## config.mk

```make
export PLATFORM = sky130hd
export DESIGN_NAME = icache_refill_ctrl_flat
export DESIGN_NICKNAME = d
export VERILOG_FILES = /design/src/rtl/icache_refill_ctrl_pkg.sv /design/src/rtl/icache_refill_ctrl_if.sv /design/src/rtl/icache_refill_line_buffer.sv /design/src/rtl/icache_refill_ctrl.sv /design/src/flat_wrapper.sv
export SDC_FILE = /design/constraint.sdc
export NUM_CORES = 1
export LEC_CHECK = 0
export BUFFER_PORTS_ARGS = -buffer_cell sky130_fd_sc_hd__buf_4
export CAP_MARGIN = 0
export CORE_MARGIN = 2
export CORE_UTILIZATION = 57
export DETAILED_ROUTE_END_ITERATION = 10
export PLACE_DENSITY = 0.92
export SKIP_LAST_GASP = 1
export SLEW_MARGIN = 40
export SYNTH_ARGS = -nofsm -noshare
export SYNTH_HDL_FRONTEND = slang
export SYNTH_HIERARCHICAL = 1
export SYNTH_SLANG_ARGS = --single-unit
export TNS_END_PERCENT = 30
```

## constraint.sdc

```tcl
create_clock -name clk -period 5.7 [get_ports clk]
set_clock_uncertainty 0.1 [all_clocks]
set_input_delay 0.57 -clock clk [delete_from_list [all_inputs] [get_ports clk]]
set_output_delay 0.57 -clock clk [all_outputs]
set_load 0.005 [all_outputs]
```

## src/rtl/icache_refill_ctrl_pkg.sv

```systemverilog
// Shared types and width helpers for the I-cache refill controller.
package FetchUnitTypes;

    typedef enum logic [2:0] {
        INIT,
        IDLE,
        REQ,
        FILL,
        WRITE
    } refillState_e;

    // Widths for the default geometry; parameterised instances use the helpers below.
    localparam int OFFSET_BITS = 4;
    localparam int INDEX_BITS  = 8;
    localparam int TAG_BITS    = 32 - INDEX_BITS - OFFSET_BITS;
    localparam int BEAT_BITS   = 32;
    localparam int LINE_BITS   = 128;

    function automatic int calcTagBits(input int addrWidth, input int lineBytes, input int setNum);
        return addrWidth - $clog2(setNum) - $clog2(lineBytes);
    endfunction

    function automatic int calcBeats(input int lineBytes, input int beatBytes);
        return lineBytes / beatBytes;
    endfunction

endpackage

```

## src/rtl/icache_refill_ctrl_if.sv

```systemverilog
// Memory read port and tag/data array write port of the refill controller.
interface icache_refill_ctrl_if #(
    parameter int ADDR_WIDTH = 32,
    parameter int LINE_BYTES = 16,
    parameter int BEAT_BYTES = 4,
    parameter int SET_NUM    = 256,
    parameter int WAY_NUM    = 2
);
    import FetchUnitTypes::*;

    localparam int IDX_W  = $clog2(SET_NUM);
    localparam int WAY_W  = $clog2(WAY_NUM);
    localparam int TAG_W  = calcTagBits(ADDR_WIDTH, LINE_BYTES, SET_NUM);

    logic                    mem_req_valid;
    logic                    mem_req_ready;
    logic [ADDR_WIDTH-1:0]   mem_req_addr;
    logic                    mem_rvalid;
    logic [BEAT_BYTES*8-1:0] mem_rdata;

    logic                    array_we;
    logic [IDX_W-1:0]        array_index;
    logic [WAY_W-1:0]        array_way;
    logic [TAG_W-1:0]        array_tag;
    logic                    array_valid;
    logic [LINE_BYTES*8-1:0] array_data;

    modport master (
        output mem_req_valid, mem_req_addr,
        input  mem_req_ready, mem_rvalid, mem_rdata,
        output array_we, array_index, array_way, array_tag, array_valid, array_data
    );

    modport slave (
        input  mem_req_valid, mem_req_addr,
        output mem_req_ready, mem_rvalid, mem_rdata,
        input  array_we, array_index, array_way, array_tag, array_valid, array_data
    );

endinterface

```

## src/rtl/icache_refill_line_buffer.sv

```systemverilog
// Beat counter and line assembly register; beat k lands in slot k.
module icache_refill_line_buffer #(
    parameter int BEATS     = 4,
    parameter int BEAT_BITS = 32
) (
    input  logic                       clk,
    input  logic                       rst,
    input  logic                       clear,
    input  logic                       beatValid,
    input  logic [BEAT_BITS-1:0]       beatData,
    output logic [BEATS*BEAT_BITS-1:0] lineData,
    output logic                       lastBeat
);

    localparam int CNT_BITS = (BEATS > 1) ? $clog2(BEATS) : 1;

    logic [CNT_BITS-1:0] countReg;

    always_ff @(posedge clk) begin
        if (rst || clear) begin
            countReg <= '0;
        end else if (beatValid) begin
            countReg <= countReg + 1'b1;
        end
    end

    assign lastBeat = (countReg == CNT_BITS'(BEATS - 1));

    genvar gi;
    generate
        for (gi = 0; gi < BEATS; gi++) begin : gSlot
            logic [BEAT_BITS-1:0] slotReg;

            always_ff @(posedge clk) begin
                if (rst || clear) begin
                    slotReg <= '0;
                end else if (beatValid && (countReg == CNT_BITS'(gi))) begin
                    slotReg <= beatData;
                end
            end

            assign lineData[gi*BEAT_BITS +: BEAT_BITS] = slotReg;
        end
    endgenerate

endmodule

```

## src/rtl/icache_refill_ctrl.sv

```systemverilog
// I-cache refill sequencer: post-reset invalidate sweep, line read, array write.
module icache_refill_ctrl
    import FetchUnitTypes::*;
#(
    parameter int ADDR_WIDTH = 32,
    parameter int LINE_BYTES = 16,
    parameter int BEAT_BYTES = 4,
    parameter int SET_NUM    = 256,
    parameter int WAY_NUM    = 2
) (
    input  logic                  clk,
    input  logic                  rst,
    input  logic                  miss_valid,
    input  logic [ADDR_WIDTH-1:0] miss_addr,
    input  logic                  flush,
    output logic                  busy,
    output logic                  fill_done,
    icache_refill_ctrl_if.master  bus
);

    localparam int OFF_BITS  = $clog2(LINE_BYTES);
    localparam int IDX_BITS  = $clog2(SET_NUM);
    localparam int WAY_BITS  = $clog2(WAY_NUM);
    localparam int BEATS     = calcBeats(LINE_BYTES, BEAT_BYTES);
    localparam int BT_BITS   = BEAT_BYTES * 8;
    localparam int LN_BITS   = LINE_BYTES * 8;
    localparam int INIT_BITS = IDX_BITS + WAY_BITS;
    localparam logic [ADDR_WIDTH-1:0] ALIGN_MASK =
        {{(ADDR_WIDTH-OFF_BITS){1'b1}}, {OFF_BITS{1'b0}}};

    refillState_e           stateReg, stateNext;
    logic [INIT_BITS-1:0]   initCountReg;
    logic [WAY_BITS-1:0]    victimReg;
    logic                   abortReg;
    logic [ADDR_WIDTH-1:0]  lineAddrReg;

    logic                   missAccept;
    logic                   reqFire;
    logic                   beatValid;
    logic                   lastBeat;
    logic [LN_BITS-1:0]     lineData;

    assign missAccept = (stateReg == IDLE) && miss_valid && !flush;
    assign reqFire    = (stateReg == REQ) && bus.mem_req_ready;
    assign beatValid  = (stateReg == FILL) && bus.mem_rvalid;

    icache_refill_line_buffer #(
        .BEATS     (BEATS),
        .BEAT_BITS (BT_BITS)
    ) lineBuffer (
        .clk       (clk),
        .rst       (rst),
        .clear     (reqFire),
        .beatValid (beatValid),
        .beatData  (bus.mem_rdata),
        .lineData  (lineData),
        .lastBeat  (lastBeat)
    );

    always_ff @(posedge clk) begin
        if (rst) begin
            stateReg <= INIT;
        end else begin
            stateReg <= stateNext;
        end
    end

    always_comb begin
        stateNext = stateReg;
        case (stateReg)
            INIT:    if (&initCountReg) stateNext = IDLE;
            IDLE:    if (missAccept) stateNext = REQ;
            REQ:     if (bus.mem_req_ready) stateNext = FILL;
            FILL:    if (beatValid && lastBeat) stateNext = WRITE;
            WRITE:   stateNext = IDLE;
            default: stateNext = INIT;
        endcase
    end

    // Sweep counter is {way, set}, so all sets of way 0 are cleared first.
    always_ff @(posedge clk) begin
        if (rst) begin
            initCountReg <= '0;
            victimReg    <= '0;
            abortReg     <= 1'b0;
            lineAddrReg  <= '0;
        end else begin
            if (stateReg == INIT) begin
                initCountReg <= initCountReg + 1'b1;
            end
            if (stateReg == WRITE) begin
                victimReg <= victimReg + 1'b1;
            end
            if (missAccept) begin
                abortReg    <= 1'b0;
                lineAddrReg <= miss_addr & ALIGN_MASK;
            end else if (flush && (stateReg == REQ || stateReg == FILL || stateReg == WRITE)) begin
                abortReg <= 1'b1;
            end
        end
    end

    // An aborted refill still writes its line; only the completion pulse is withheld.
    always_comb begin
        busy              = (stateReg != IDLE);
        fill_done         = 1'b0;
        bus.mem_req_valid = 1'b0;
        bus.mem_req_addr  = lineAddrReg;
        bus.array_we      = 1'b0;
        bus.array_valid   = 1'b0;
        bus.array_index   = '0;
        bus.array_way     = '0;
        bus.array_tag     = '0;
        bus.array_data    = '0;
        case (stateReg)
            INIT: begin
                bus.array_we    = 1'b1;
                bus.array_index = initCountReg[IDX_BITS-1:0];
                bus.array_way   = initCountReg[INIT_BITS-1:IDX_BITS];
            end
            REQ: begin
                bus.mem_req_valid = 1'b1;
            end
            WRITE: begin
                bus.array_we    = 1'b1;
                bus.array_valid = 1'b1;
                bus.array_index = lineAddrReg[OFF_BITS+IDX_BITS-1:OFF_BITS];
                bus.array_way   = victimReg;
                bus.array_tag   = lineAddrReg[ADDR_WIDTH-1:OFF_BITS+IDX_BITS];
                bus.array_data  = lineData;
                fill_done       = !abortReg;
            end
            default: ;
        endcase
    end

endmodule

```

## src/flat_wrapper.sv

```systemverilog
// flat-port wrapper written by rule: the top's interface ports become plain ports
module icache_refill_ctrl_flat import FetchUnitTypes::*;
#(
    parameter int ADDR_WIDTH = 32,
    parameter int LINE_BYTES = 16,
    parameter int BEAT_BYTES = 4,
    parameter int SET_NUM    = 256,
    parameter int WAY_NUM    = 2
)
  (clk, rst, miss_valid, miss_addr, flush, busy, fill_done, bus_mem_req_valid, bus_mem_req_addr, bus_mem_req_ready, bus_mem_rvalid, bus_mem_rdata, bus_array_we, bus_array_index, bus_array_way, bus_array_tag, bus_array_valid, bus_array_data);
  icache_refill_ctrl_if #(.ADDR_WIDTH(ADDR_WIDTH), .LINE_BYTES(LINE_BYTES), .BEAT_BYTES(BEAT_BYTES), .SET_NUM(SET_NUM), .WAY_NUM(WAY_NUM)) bus_i ();
  input  logic clk;
  input  logic rst;
  input  logic miss_valid;
  input  logic [ADDR_WIDTH-1:0] miss_addr;
  input  logic flush;
  output logic busy;
  output logic fill_done;
  output wire logic [$bits(bus_i.mem_req_valid)-1:0] bus_mem_req_valid;
  output wire logic [$bits(bus_i.mem_req_addr)-1:0] bus_mem_req_addr;
  input wire logic [$bits(bus_i.mem_req_ready)-1:0] bus_mem_req_ready;
  input wire logic [$bits(bus_i.mem_rvalid)-1:0] bus_mem_rvalid;
  input wire logic [$bits(bus_i.mem_rdata)-1:0] bus_mem_rdata;
  output wire logic [$bits(bus_i.array_we)-1:0] bus_array_we;
  output wire logic [$bits(bus_i.array_index)-1:0] bus_array_index;
  output wire logic [$bits(bus_i.array_way)-1:0] bus_array_way;
  output wire logic [$bits(bus_i.array_tag)-1:0] bus_array_tag;
  output wire logic [$bits(bus_i.array_valid)-1:0] bus_array_valid;
  output wire logic [$bits(bus_i.array_data)-1:0] bus_array_data;
  assign bus_mem_req_valid = bus_i.mem_req_valid;
  assign bus_mem_req_addr = bus_i.mem_req_addr;
  assign bus_i.mem_req_ready = bus_mem_req_ready;
  assign bus_i.mem_rvalid = bus_mem_rvalid;
  assign bus_i.mem_rdata = bus_mem_rdata;
  assign bus_array_we = bus_i.array_we;
  assign bus_array_index = bus_i.array_index;
  assign bus_array_way = bus_i.array_way;
  assign bus_array_tag = bus_i.array_tag;
  assign bus_array_valid = bus_i.array_valid;
  assign bus_array_data = bus_i.array_data;
  icache_refill_ctrl #(.ADDR_WIDTH(ADDR_WIDTH), .LINE_BYTES(LINE_BYTES), .BEAT_BYTES(BEAT_BYTES), .SET_NUM(SET_NUM), .WAY_NUM(WAY_NUM)) u_core (.clk(clk), .rst(rst), .miss_valid(miss_valid), .miss_addr(miss_addr), .flush(flush), .busy(busy), .fill_done(fill_done), .bus(bus_i));
endmodule
```

==> out/results.ini <==
[global_routing]
grt.met2_usage_pct=45.2
first_global_vias=7304
grt_overflow_total=0
grtUsageMet1_pct=32.9
busiest_layer=met2
grt_first_pass_wirelength_um=36200
largest_net_degree_at_the_start_of_global_routing=107
use_met3_pct=5.21
global_router_s_overall_resource_usage_pct=26.6
antenna_found_initial=0

[synth]
synth_area_leader_cell=sky130_fd_sc_hd__dfxtp_1
synthDominantCellAreaShare_pct=38.1
cell_types_occupying_the_most_area_after_synthesis=sky130_fd_sc_hd__dfxtp_1 (38%), sky130_fd_sc_hd__a21bo_1 (11%), sky130_fd_sc_hd__and2_1 (10%)
synthesis.instances=992
syn_area_per_cell_um2=9.11
synth_warnings=6
synth-edff-count=0
yosys_most_used_dff=sky130_fd_sc_hd__dfxtp_1
synth_most_common_cell=sky130_fd_sc_hd__dfxtp_1
ys_async_sr_fraction_pct=0
ys_types=38
synth_sequential_area_ratio_pct=38.1
netlist_top_cells_count=sky130_fd_sc_hd__dfxtp_1 (172), sky130_fd_sc_hd__and2_1 (150), sky130_fd_sc_hd__nand3_1 (132)
synth-seq-cells=172
cell_area_after_synthesis_um2=9040

[die]
die_x_um=130
coreArea_um2=15700
row_count=46
num_io_pins=264
initial_utilization_pct=57.5
dieArea_um2=16900
floorplan.die.height_um=130

[critical_path]
critPathMostFrequentCell=sky130_fd_sc_hd__buf_4
critical_path_buf_inv_count=3
crit_path_cell_trace=or2_1, inv_2, and2_4, buf_4, and2_1, buf_4
path_depth=6
slowest_delay_ns=0.63
ff_to_ff_path_depth=6
worstPathMaxFanout=85
criticalPathCategory=reg -> out
crit_path_end_kind=output port
worst_ep_arrival_time_ns=3.08
critical_path.slowest_cell=sky130_fd_sc_hd__and2_4
path_delay_family=simple AND/OR/NAND/NOR gates
start_kind=flip-flop
crit_required_ns=5.03

[final_layout]
fillers=1169
postLayoutCoreUtil_pct=71.3
final_layout_size_suffix_gt1_share_pct=36.7
synthToLayoutAreaGrowth_pct=24.0
net_count_reported_at_finish=1248
num_antenna_cells=0

[drt]
route.vias.total=7750
drt-total-wl_um=23200
detail-route-antenna-nets=0
avgRoutedWirePerCell_um=16.6
detail_route.iter0.violations=584
post-route-drc-count=0
routed_via_density=5.53
detailedRoute.firstPassIterationCount=5

[placement]
placement.setup.worst_slack_ns=2.30
finalWeightedCongestion=0.850
hpwlAfterDp_um=15100
portBuffers=255

[timing]
relSlewSlack_pct=44.8
final.setup.worst_slack_ns=1.95
slew_violations=0
setup-tns-final_ns=0
timing.final.crit_period_ns=3.75
min_period_over_period_pct=65.8
timing.final.hold_violations=0
setup-violations-final=0
fmax_ghz=0.267
worst_margin_pin_slew_ns=0.827
rsz_0062_raised_after_global_routing=no

[power]
clock_power_share_pct=47.1
comb_power_share_pct=3.6
ir_drop_mv=0.179
sw_frac_of_total_pct=21.6
switching_power_mw=0.529
sequentialPowerShare_pct=49.4
internal_power_of_the_cells_mw=1.91
p_total_mw=2.44
pwr_density_cell_nw_per_um2=218
leakage_nw=4.47

[run]
cap_viol_max_count=0

[clocking]
number_of_buffers_on_the_longest_clock_path=2
cts.reportedPaths.clkPinSlew_ns=0.07
cts_repair_resize_count=0
cts_inserted_buffers=17
cts_root_buffer=sky130_fd_sc_hd__clkbuf_16
post_cts.repair.setup_buffers=0
tritoncts=done
clk_latency_worst_skew_pair_ns=0.42
cts.htree.levels=4
clock_sinks=172
hold_buffers=0

[hold_path]
min_delay_path_depth=3
worst_hold_path_type=in -> reg

[status]
run_status=complete, no violations

layout by cell type, fill, tap and decap left out, drive strengths merged:
cell type / synthesis / final
ha: 6 / 6
or2: 2 / 2
a21oi: 157 / 157
a211oi: 1 / 1
conb: 1 / 4
and2b: 1 / 1
and3: 3 / 3
xor2: 3 / 3
mux2i: 12 / 12
nand2b: 3 / 3
clkbuf: 44 / 24
a211o: 1 / 1
nand2: 60 / 60
a31oi: 1 / 1
a2111oi: 1 / 1
nand3: 132 / 132
nor4: 2 / 2
nand4: 3 / 3
clkinv: 0 / 6
nor3: 4 / 4
inv: 5 / 5
xnor2: 6 / 6
clkinvlp: 0 / 1
dfxtp: 172 / 172
nor2b: 1 / 1
bufinv: 0 / 1
buf: 64 / 266
and2: 150 / 150
o21ai: 3 / 3
nor2: 26 / 26
a21bo: 128 / 128
final cells by class:
type	instances	area [µm²]	area share, %
multi-input combinational	710	4840	43.2
sequential	172	3440	30.7
timing repair buffer	266	2030	18.2
clock buffer	24	512	4.57
tap	216	270	2.41
clock inverter	8	82.6	0.737
inverter	5	18.8	0.167
worst reg2reg max path: stages, from the launching register on:
cell and delay [ns]:
sky130_fd_sc_hd__dfxtp_1 0.43, sky130_fd_sc_hd__or2_1 0.47, sky130_fd_sc_hd__inv_2 0.13, sky130_fd_sc_hd__and2_4 0.63, sky130_fd_sc_hd__buf_4 0.60, sky130_fd_sc_hd__o21ai_2 0.12, sky130_fd_sc_hd__a211oi_1 0.22
per-layer routing:
metal | part of all wire (%) | routed length, µm | vias up
met5 | 0 | 0 | -
met4 | 3.2 | 754 | 0
met3 | 5.9 | 1380 | 49
met2 | 49 | 11400 | 285
met1 | 42 | 9690 | 3707
li1 | - | - | 3709
final timing paths:
kind	start	endpoint	slack, ns
worst max-delay path	u_core/stateReg[0]$_SDFFE_PP0P_	bus_array_data[67]	1.95
worst min-delay path	miss_addr[12]	u_core/bus.mem_req_addr[12]$_SDFFE_PP0P_	0.30
worst max register to register	u_core/stateReg[0]$_SDFFE_PP0P_	u_core/abortReg$_SDFFE_PP0P_	2.92
worst min register to register	u_core/abortReg$_SDFFE_PP0P_	u_core/abortReg$_SDFFE_PP0P_	0.37
registers in the layout, indices dropped and copies added, names as in the netlist:
signal,count
u_core/bus.mem_req_addr,28
u_core/stateReg,3
u_core/lineBuffer/gSlot.slotReg,128
u_core/abortReg,1
u_core/lineBuffer/countReg,2
u_core/victimReg,1
u_core/initCountReg,9
per-stage QoR:
stage | cells | instance area (µm²) | hold WS [ns]
after floorplan | 995 | 9050 | 0.332
after global placement | 1367 | 10600 | 0.345
after detailed placement | 1369 | 10600 | 0.362
after CTS | 1401 | 11200 | 0.281
after global routing | 1401 | 11200 | 0.278
final | 1401 | 11200 | 0.298
logic make-up after synthesis:
logic type / after synthesis / share of synthesized area (%)
simple gates: 387 / 22.5
compound gates: 292 / 27.6
flops: 172 / 38.1
buf+inv: 113 / 8.70
mux: 12 / 1.33
xor+xnor: 9 / 0.872
fa+ha+maj: 6 / 0.831
other cells: 1 / 0.0415
power by group through the flow:
| stage | Clock [mW] | Sequential, mW | Combinational (mW) |
|---|---|---|---|
| 2_1_floorplan | 0 | 1.23 | 0.0494 |
| 4_1_cts | 1.16 | 1.21 | 0.0869 |
| 6_report | 1.15 | 1.21 | 0.0872 |
| 3_5_place_dp | 0 | 1.23 | 0.0865 |
| 5_1_grt | 1.22 | 1.21 | 0.0928 |
| 3_3_place_gp | 0 | 1.23 | 0.0859 |
Note: power is estimated with default switching activity, not from simulation.
